--- config.mk ---
export PLATFORM = sky130hd
export DESIGN_NAME = clockworks
export DESIGN_NICKNAME = d
export VERILOG_FILES = /design/src/rtl/clockworks_pkg.sv /design/src/rtl/clockworks_sync2.sv /design/src/rtl/clockworks.sv
export SDC_FILE = /design/constraint.sdc
export NUM_CORES = 1
export LEC_CHECK = 0
export ABC_CLOCK_PERIOD_IN_PS = 2300
export BUFFER_PORTS_ARGS = -buffer_cell sky130_fd_sc_hd__buf_2
export CORE_MARGIN = 4
export CORE_UTILIZATION = 54
export CTS_BUF_LIST = sky130_fd_sc_hd__clkbuf_4
export DETAILED_ROUTE_END_ITERATION = 8
export GPL_TIMING_DRIVEN = 1
export PLACE_DENSITY = 0.82
export SLEW_MARGIN = 40
export SYNTH_ARGS = -nofsm -noshare
export SYNTH_HDL_FRONTEND = slang
export SYNTH_SLANG_ARGS = --single-unit
--- constraint.sdc ---
create_clock -name CLK -period 2.3 [get_ports CLK]
set_input_delay 0.46 -clock CLK [delete_from_list [all_inputs] [get_ports CLK]]
set_output_delay 0.46 -clock CLK [all_outputs]
set_load 0.005 [all_outputs]
--- src/rtl/clockworks_pkg.sv ---
// clockworks_pkg: shared constants and helpers for the clock gearbox / reset
// generator slice.
//   SLOW_DEFAULT        default divider exponent (clk = CLK / 2^SLOW)
//   RST_HOLD_DEFAULT    default extra clk cycles resetn stays low after release
//   BTN_ACTLOW_DEFAULT  default reset button polarity (0 = active-high pin)
//   hold_cnt_width()    width of the reset hold counter for a given hold length
package clockworks_pkg;

  localparam int unsigned SLOW_DEFAULT       = 21;
  localparam int unsigned RST_HOLD_DEFAULT   = 15;
  localparam bit          BTN_ACTLOW_DEFAULT = 1'b0;

  // $clog2(hold+1) collapses to 0 bits when hold is 0; keep one bit so the
  // counter stays a legal vector (it then simply sits at 0 forever).
  function automatic int unsigned hold_cnt_width(input int unsigned hold);
    return (hold == 0) ? 1 : $clog2(hold + 1);
  endfunction

endpackage

--- src/rtl/clockworks_sync2.sv ---
// clockworks_sync2: 1-bit two-flop synchronizer, both flops power up at 0.
// No reset input: it sits in front of the reset generator itself.
//   clk_i  destination clock
//   d_i    asynchronous input
//   q_o    synchronized output (two clk_i edges of latency)
module clockworks_sync2 (
  input  logic clk_i,
  input  logic d_i,
  output logic q_o
);

  logic meta_q = 1'b0;
  logic sync_q = 1'b0;

  always_ff @(posedge clk_i) begin
    meta_q <= d_i;
    sync_q <= meta_q;
  end

  assign q_o = sync_q;

endmodule

--- src/rtl/clockworks.sv ---
// clockworks: clock gearbox and reset generator at the top of the SoC.
// Divides the board clock by 2^SLOW (SLOW = 0 passes CLK straight through)
// and turns the raw reset button into a clean, clk-synchronous active-low
// reset with a power-up / post-release hold of RST_HOLD clk cycles.
//   CLK     board oscillator, the only primary clock
//   RESET   raw reset button (asynchronous, not debounced), polarity BTN_ACTLOW
//   clk     derived SoC clock, 50% duty, starts low
//   resetn  synchronous active-low reset, registered on posedge clk
module clockworks
  import clockworks_pkg::*;
#(
  parameter int unsigned SLOW       = SLOW_DEFAULT,
  parameter int unsigned RST_HOLD   = RST_HOLD_DEFAULT,
  parameter bit          BTN_ACTLOW = BTN_ACTLOW_DEFAULT
) (
  input  logic CLK,
  input  logic RESET,
  output logic clk,
  output logic resetn
);

  // ---------------------------------------------------------------------------
  // Divider: free-running, never reset, so clk keeps running through reset.
  // ---------------------------------------------------------------------------
  generate
    if (SLOW > 0) begin : g_div
      logic [SLOW-1:0] div_cnt_q = '0;

      always_ff @(posedge CLK) begin
        div_cnt_q <= div_cnt_q + SLOW'(1);
      end

      assign clk = div_cnt_q[SLOW-1];
    end else begin : g_pass
      assign clk = CLK;
    end
  endgenerate

  // ---------------------------------------------------------------------------
  // Reset path, entirely in the clk domain.
  // ---------------------------------------------------------------------------
  localparam int unsigned     HW       = hold_cnt_width(RST_HOLD);
  localparam logic [HW-1:0]   HOLD_MAX = HW'(RST_HOLD);

  logic          btn_raw;
  logic          btn_sync;
  logic [HW-1:0] hold_q = '0;
  logic [HW-1:0] hold_d;
  logic          resetn_q = 1'b0;
  logic          resetn_d;

  // 1 = button pressed, independent of pin polarity.
  assign btn_raw = RESET ^ BTN_ACTLOW;

  clockworks_sync2 u_sync (
    .clk_i (clk),
    .d_i   (btn_raw),
    .q_o   (btn_sync)
  );

  // A press clears the hold; release lets it count up and saturate. resetn is
  // only released once the count has saturated with the button still up, so a
  // re-press during the hold restarts the whole wait.
  always_comb begin
    hold_d = hold_q;
    if (btn_sync) begin
      hold_d = '0;
    end else if (hold_q != HOLD_MAX) begin
      hold_d = hold_q + HW'(1);
    end
    resetn_d = (hold_q == HOLD_MAX) && !btn_sync;
  end

  always_ff @(posedge clk) begin
    hold_q   <= hold_d;
    resetn_q <= resetn_d;
  end

  assign resetn = resetn_q;

endmodule

* Word-level counts from Yosys, hierarchy flattened
Index checks and enable logic that the tools add are counted.
Word-level totals: ROM bits 0, logic and storage cells 11, bits in registers 28, memories kept 0, memory bits (writable) 0, bits in latches 0
Cells by class: shift-type cells 0, magnitude comparators 0, divide/modulo/power cells 0, add/subtract/negate cells 2, reductions and logical operators 2, mux-type cells 0, bitwise logic cells 0, eq/ne operators 2, multiply operators 0
Operators by type and width (number):
- $add 21x1->21 const B | 1
- $add 4x1->4 const B | 1
- $eq 4x4->1 const B | 1
- $ne 4x4->1 const B | 1
- $logic_and 1x1->1 | 1
- $logic_not 1->1 | 1

* Longest topological paths before layout
depth after elaboration 2, depth in mapped cells 5, mapped depth without buffers 5

* By module
Synthesis repeated with hierarchy kept, for this count alone.
Unflattened totals: cells, all modules 96, area total of the unflattened synthesis 1003.5 sq um
By module, submodules not included:
- clockworks | cells an instance 94, times used 1, sequential area each 520.5 sq um, area each 963.4 sq um
- clockworks_sync2 | cells an instance 2, times used 1, sequential area each 40.0 sq um, area each 40.0 sq um

==> metrics.md <==
| Metric | Value |
|---|---|
| WS Path Type | `reg -> reg` |
| Placer Congestion | `0.698` |
| DR vias | `650` |
| Routed wire length | `1.53 mm` |
| Final net count | `108` |
| RSZ-0062 raised after global routing | `no` |
| Clk slew on worst S/H paths | `120 ps` |
| Die Area | `0.00261 sq mm` |
| Setup crit start kind | `register` |
| Setup TNS | `0 ps` |
| DRC violations left | `0` |
| Cell Pwr Density | `499 mW/mm^2` |
| Outcome | `complete, no violations` |
| Area of the multi-input gates | `435 sq um` |
| Setup-failing EPs final | `0` |
| 1st-iter DRT viols | `17` |
| Power share of the clock group | `32.2%` |
| Crit Reg-Reg Startpoint | `g_div.div_cnt_q[0]` |
| Mapped Cells | `96` |
| Post-Place Cells | `124` |
| Routed len/inst | `11.9 um` |
| Register Area | `561 sq um` |
| Initial antenna violation count | `0` |
| H-tree depth | `1` |
| Slew margin rel. | `between 60% and 70%` |
| Critical Path AT | `1770 ps` |
| CTS tree | `done` |
| Largest net degree at the start of global routing | `13` |
| CTS buffer count | `3` |
| Max Freq | `655 MHz` |
| Period Utilization, post-route | `66.4%` |
| Row cnt | `15` |
| Synth Register Bits | `28` |
| Syn avg cell area | `10.5 sq um` |
| Critical path origin | `g_div.div_cnt_q[0]` |
| Count of buffers from port buffering | `3` |
| Vias in the first global route | `654` |
| Post-CTS setup buffers | `0` |
| Hold Path Class | `reg -> reg` |
| Commonest non-fill, non-tap cells in the layout | `28 x dfxtp_1, 13 x nor2_1, 13 x xnor2_1` |
| Register pins left without a clock | `7` |
| Sequential area share after synthesis | `55.9%` |
| Commonest non-fill, non-tap cell in the layout | `dfxtp_1` |
| Switching share of power | `20.1%` |
| Final Total Pwr | `~0.54 mW` |
| DR vias/cell | `5.08` |
| Skew-Pair Late Insertion Delay | `300 ps` |
| Drt first pass iters | `4` |
| Netlist cell types | `17` |
| Die X | `51.1 um` |
| Comb power frac | `0.1%` |
| Global Route Usage Sum | `13.7%` |
| Final Hold Vio Count | `0` |
| Synth Warn # | `0` |
| Worst-path fanout max | `5` |
| I/O pins | `4` |
| Root Driver | `clkbuf_4` |
| Worst slew pin tran | `472 ps` |
| R2r worst-path depth | `5` |
| Maximum vdd drop | `0.000402 V` |
| Layout cells sized above 1 | `9.71%` |
| Filler instances | `about 160` |
| Net switching power figure | `0.108 mW` |
| Sequential power share | `between 60 and 70%` |
| Syn Nets | `100` |
| Die extent in y | `approximately 50 um` |
| Detail Route Antenna Nets | `0` |
| Endpoints left unconstrained | `8` |
| Number of max-cap violations | `0` |
| Flop2flop setup slack | `770 ps` |
| Area growth syn-to-layout | `7.36%` |
| Worst Skew | `slightly above 9 ps` |
| Slew Limit Fails | `0` |
| Non-filler instance count after layout | `128` |
| Worst endpoint required time | `2540 ps` |
| Remaining Overflow, GRT | `0` |
| Crit path time final | `approximately 1500 ps` |
| CP endpoint | `g_div.div_cnt_q[16]` |
| CTS Buffer Depth | `2` |
| CP Capture Type | `register` |
| Internal Dissipation | `0.429 mW` |
| First-pass GRT wire length | `2.68 mm` |
| Core area | `around 0.0017 sq mm` |
| Dpl hpwl | `1.14 mm` |
| Leakage | `0.422 nW` |
| Hold buffer count at CTS | `0` |
| Starting Density | `57.5%` |
| Mapped Area | `0.00100 sq mm` |
| Final antenna diode count | `0` |
| Reg2Reg Capture Point | `g_div.div_cnt_q[16]` |
| CTS-repair resized insts | `0` |
-- kinds of logic (layout without fill, tap and decap cells) --
| group | count (synthesis) | in the layout | synth area share, % |
|---|---|---|---|
| AO/OA/AOI/OAI | 2 | 2 | 1.37 |
| multiplexers | 1 | 1 | 0.998 |
| AND/OR/NAND/NOR | 41 | 41 | 21.1 |
| buffers and inverters | 2 | 9 | 0.748 |
| XOR/XNOR | 20 | 20 | 17.5 |
| adder cells (fa/ha/maj) | 2 | 2 | 2.49 |
| flip-flops | 28 | 28 | 55.9 |
-- sequential cells by signal, summed over array words and instances (netlist names) --
signal,cells
resetn,1
u_sync.q_o,1
g_div.div_cnt_q,21
hold_q,4
u_sync.meta_q,1
-- metal layers --
metal,part of all wire (%),GRT usage [%],up-vias
li1,-,-,337
met1,47,16.7,302
met2,49,22.3,9
met3,3.2,3.50,2
met4,0.85,6.73,0
met5,0,0,-
-- power groups by stage --
stage	logic, mW	registers, mW	clock network, mW
after floorplan	0.000000162	0.372	0
after global placement	0.000705	0.372	0
after detailed placement	0.000735	0.372	0
after CTS	0.000742	0.364	0.177
after global routing	0.000747	0.364	0.198
final	0.000715	0.364	0.173
-- Yosys cell counts (all sizes together) --
cell type,count,share of area [%]
a211oi,1,0.75
a31oi,1,0.62
and3,3,1.9
dfxtp,28,56
ha,2,2.5
inv,2,0.75
mux2i,1,1.0
nand2,7,2.6
nand3,6,3.5
nand4,8,5.6
nor2,13,4.9
nor3,3,1.5
or3,1,1.1
xnor2,13,11
xor2,7,6.1
-- area by class of cell --
| type | instances | area share, % |
|---|---|---|
| clock inverter | 1 | 0.465 |
| tap | 25 | 2.90 |
| inverter | 2 | 0.697 |
| clock buffer | 3 | 2.09 |
| timing repair buffer | 3 | 1.39 |
| sequential | 28 | 52.0 |
| multi-input combinational | 66 | 40.4 |
-- through the flow --
stage	setup slack, ps	area [sq um]	hold slack, ps	utilization (%)
2_1_floorplan	897	1000	383	-
3_3_place_gp	840	1050	392	60.1
3_5_place_dp	783	1050	420	60.1
4_1_cts	765	1080	450	61.7
5_1_grt	640	1080	476	61.7
6_report	773	1080	441	61.7
-- worst min path at each step --
| stage | endpoint | start | slack, ps | depth (start not counted) |
|---|---|---|---|---|
| 6_report | g_div.div_cnt_q[0] | g_div.div_cnt_q[0] | 440 | 1 |
| 5_1_grt | g_div.div_cnt_q[0] | g_div.div_cnt_q[0] | 480 | 1 |
| 4_1_cts | g_div.div_cnt_q[0] | g_div.div_cnt_q[0] | 450 | 1 |
| 3_5_place_dp | g_div.div_cnt_q[0] | g_div.div_cnt_q[0] | 420 | 1 |
| 3_3_place_gp | g_div.div_cnt_q[0] | g_div.div_cnt_q[0] | 390 | 1 |
| 2_1_floorplan | g_div.div_cnt_q[0] | g_div.div_cnt_q[0] | 380 | 1 |
-- worst max-delay path: stages, from the launching register on --
cell and delay [ps]:
dfxtp_1 400, ha_1 220, nand3_2 140, or3_4 430, nor2_1 130, xor2_1 150
(Power assumes the default switching activity.)
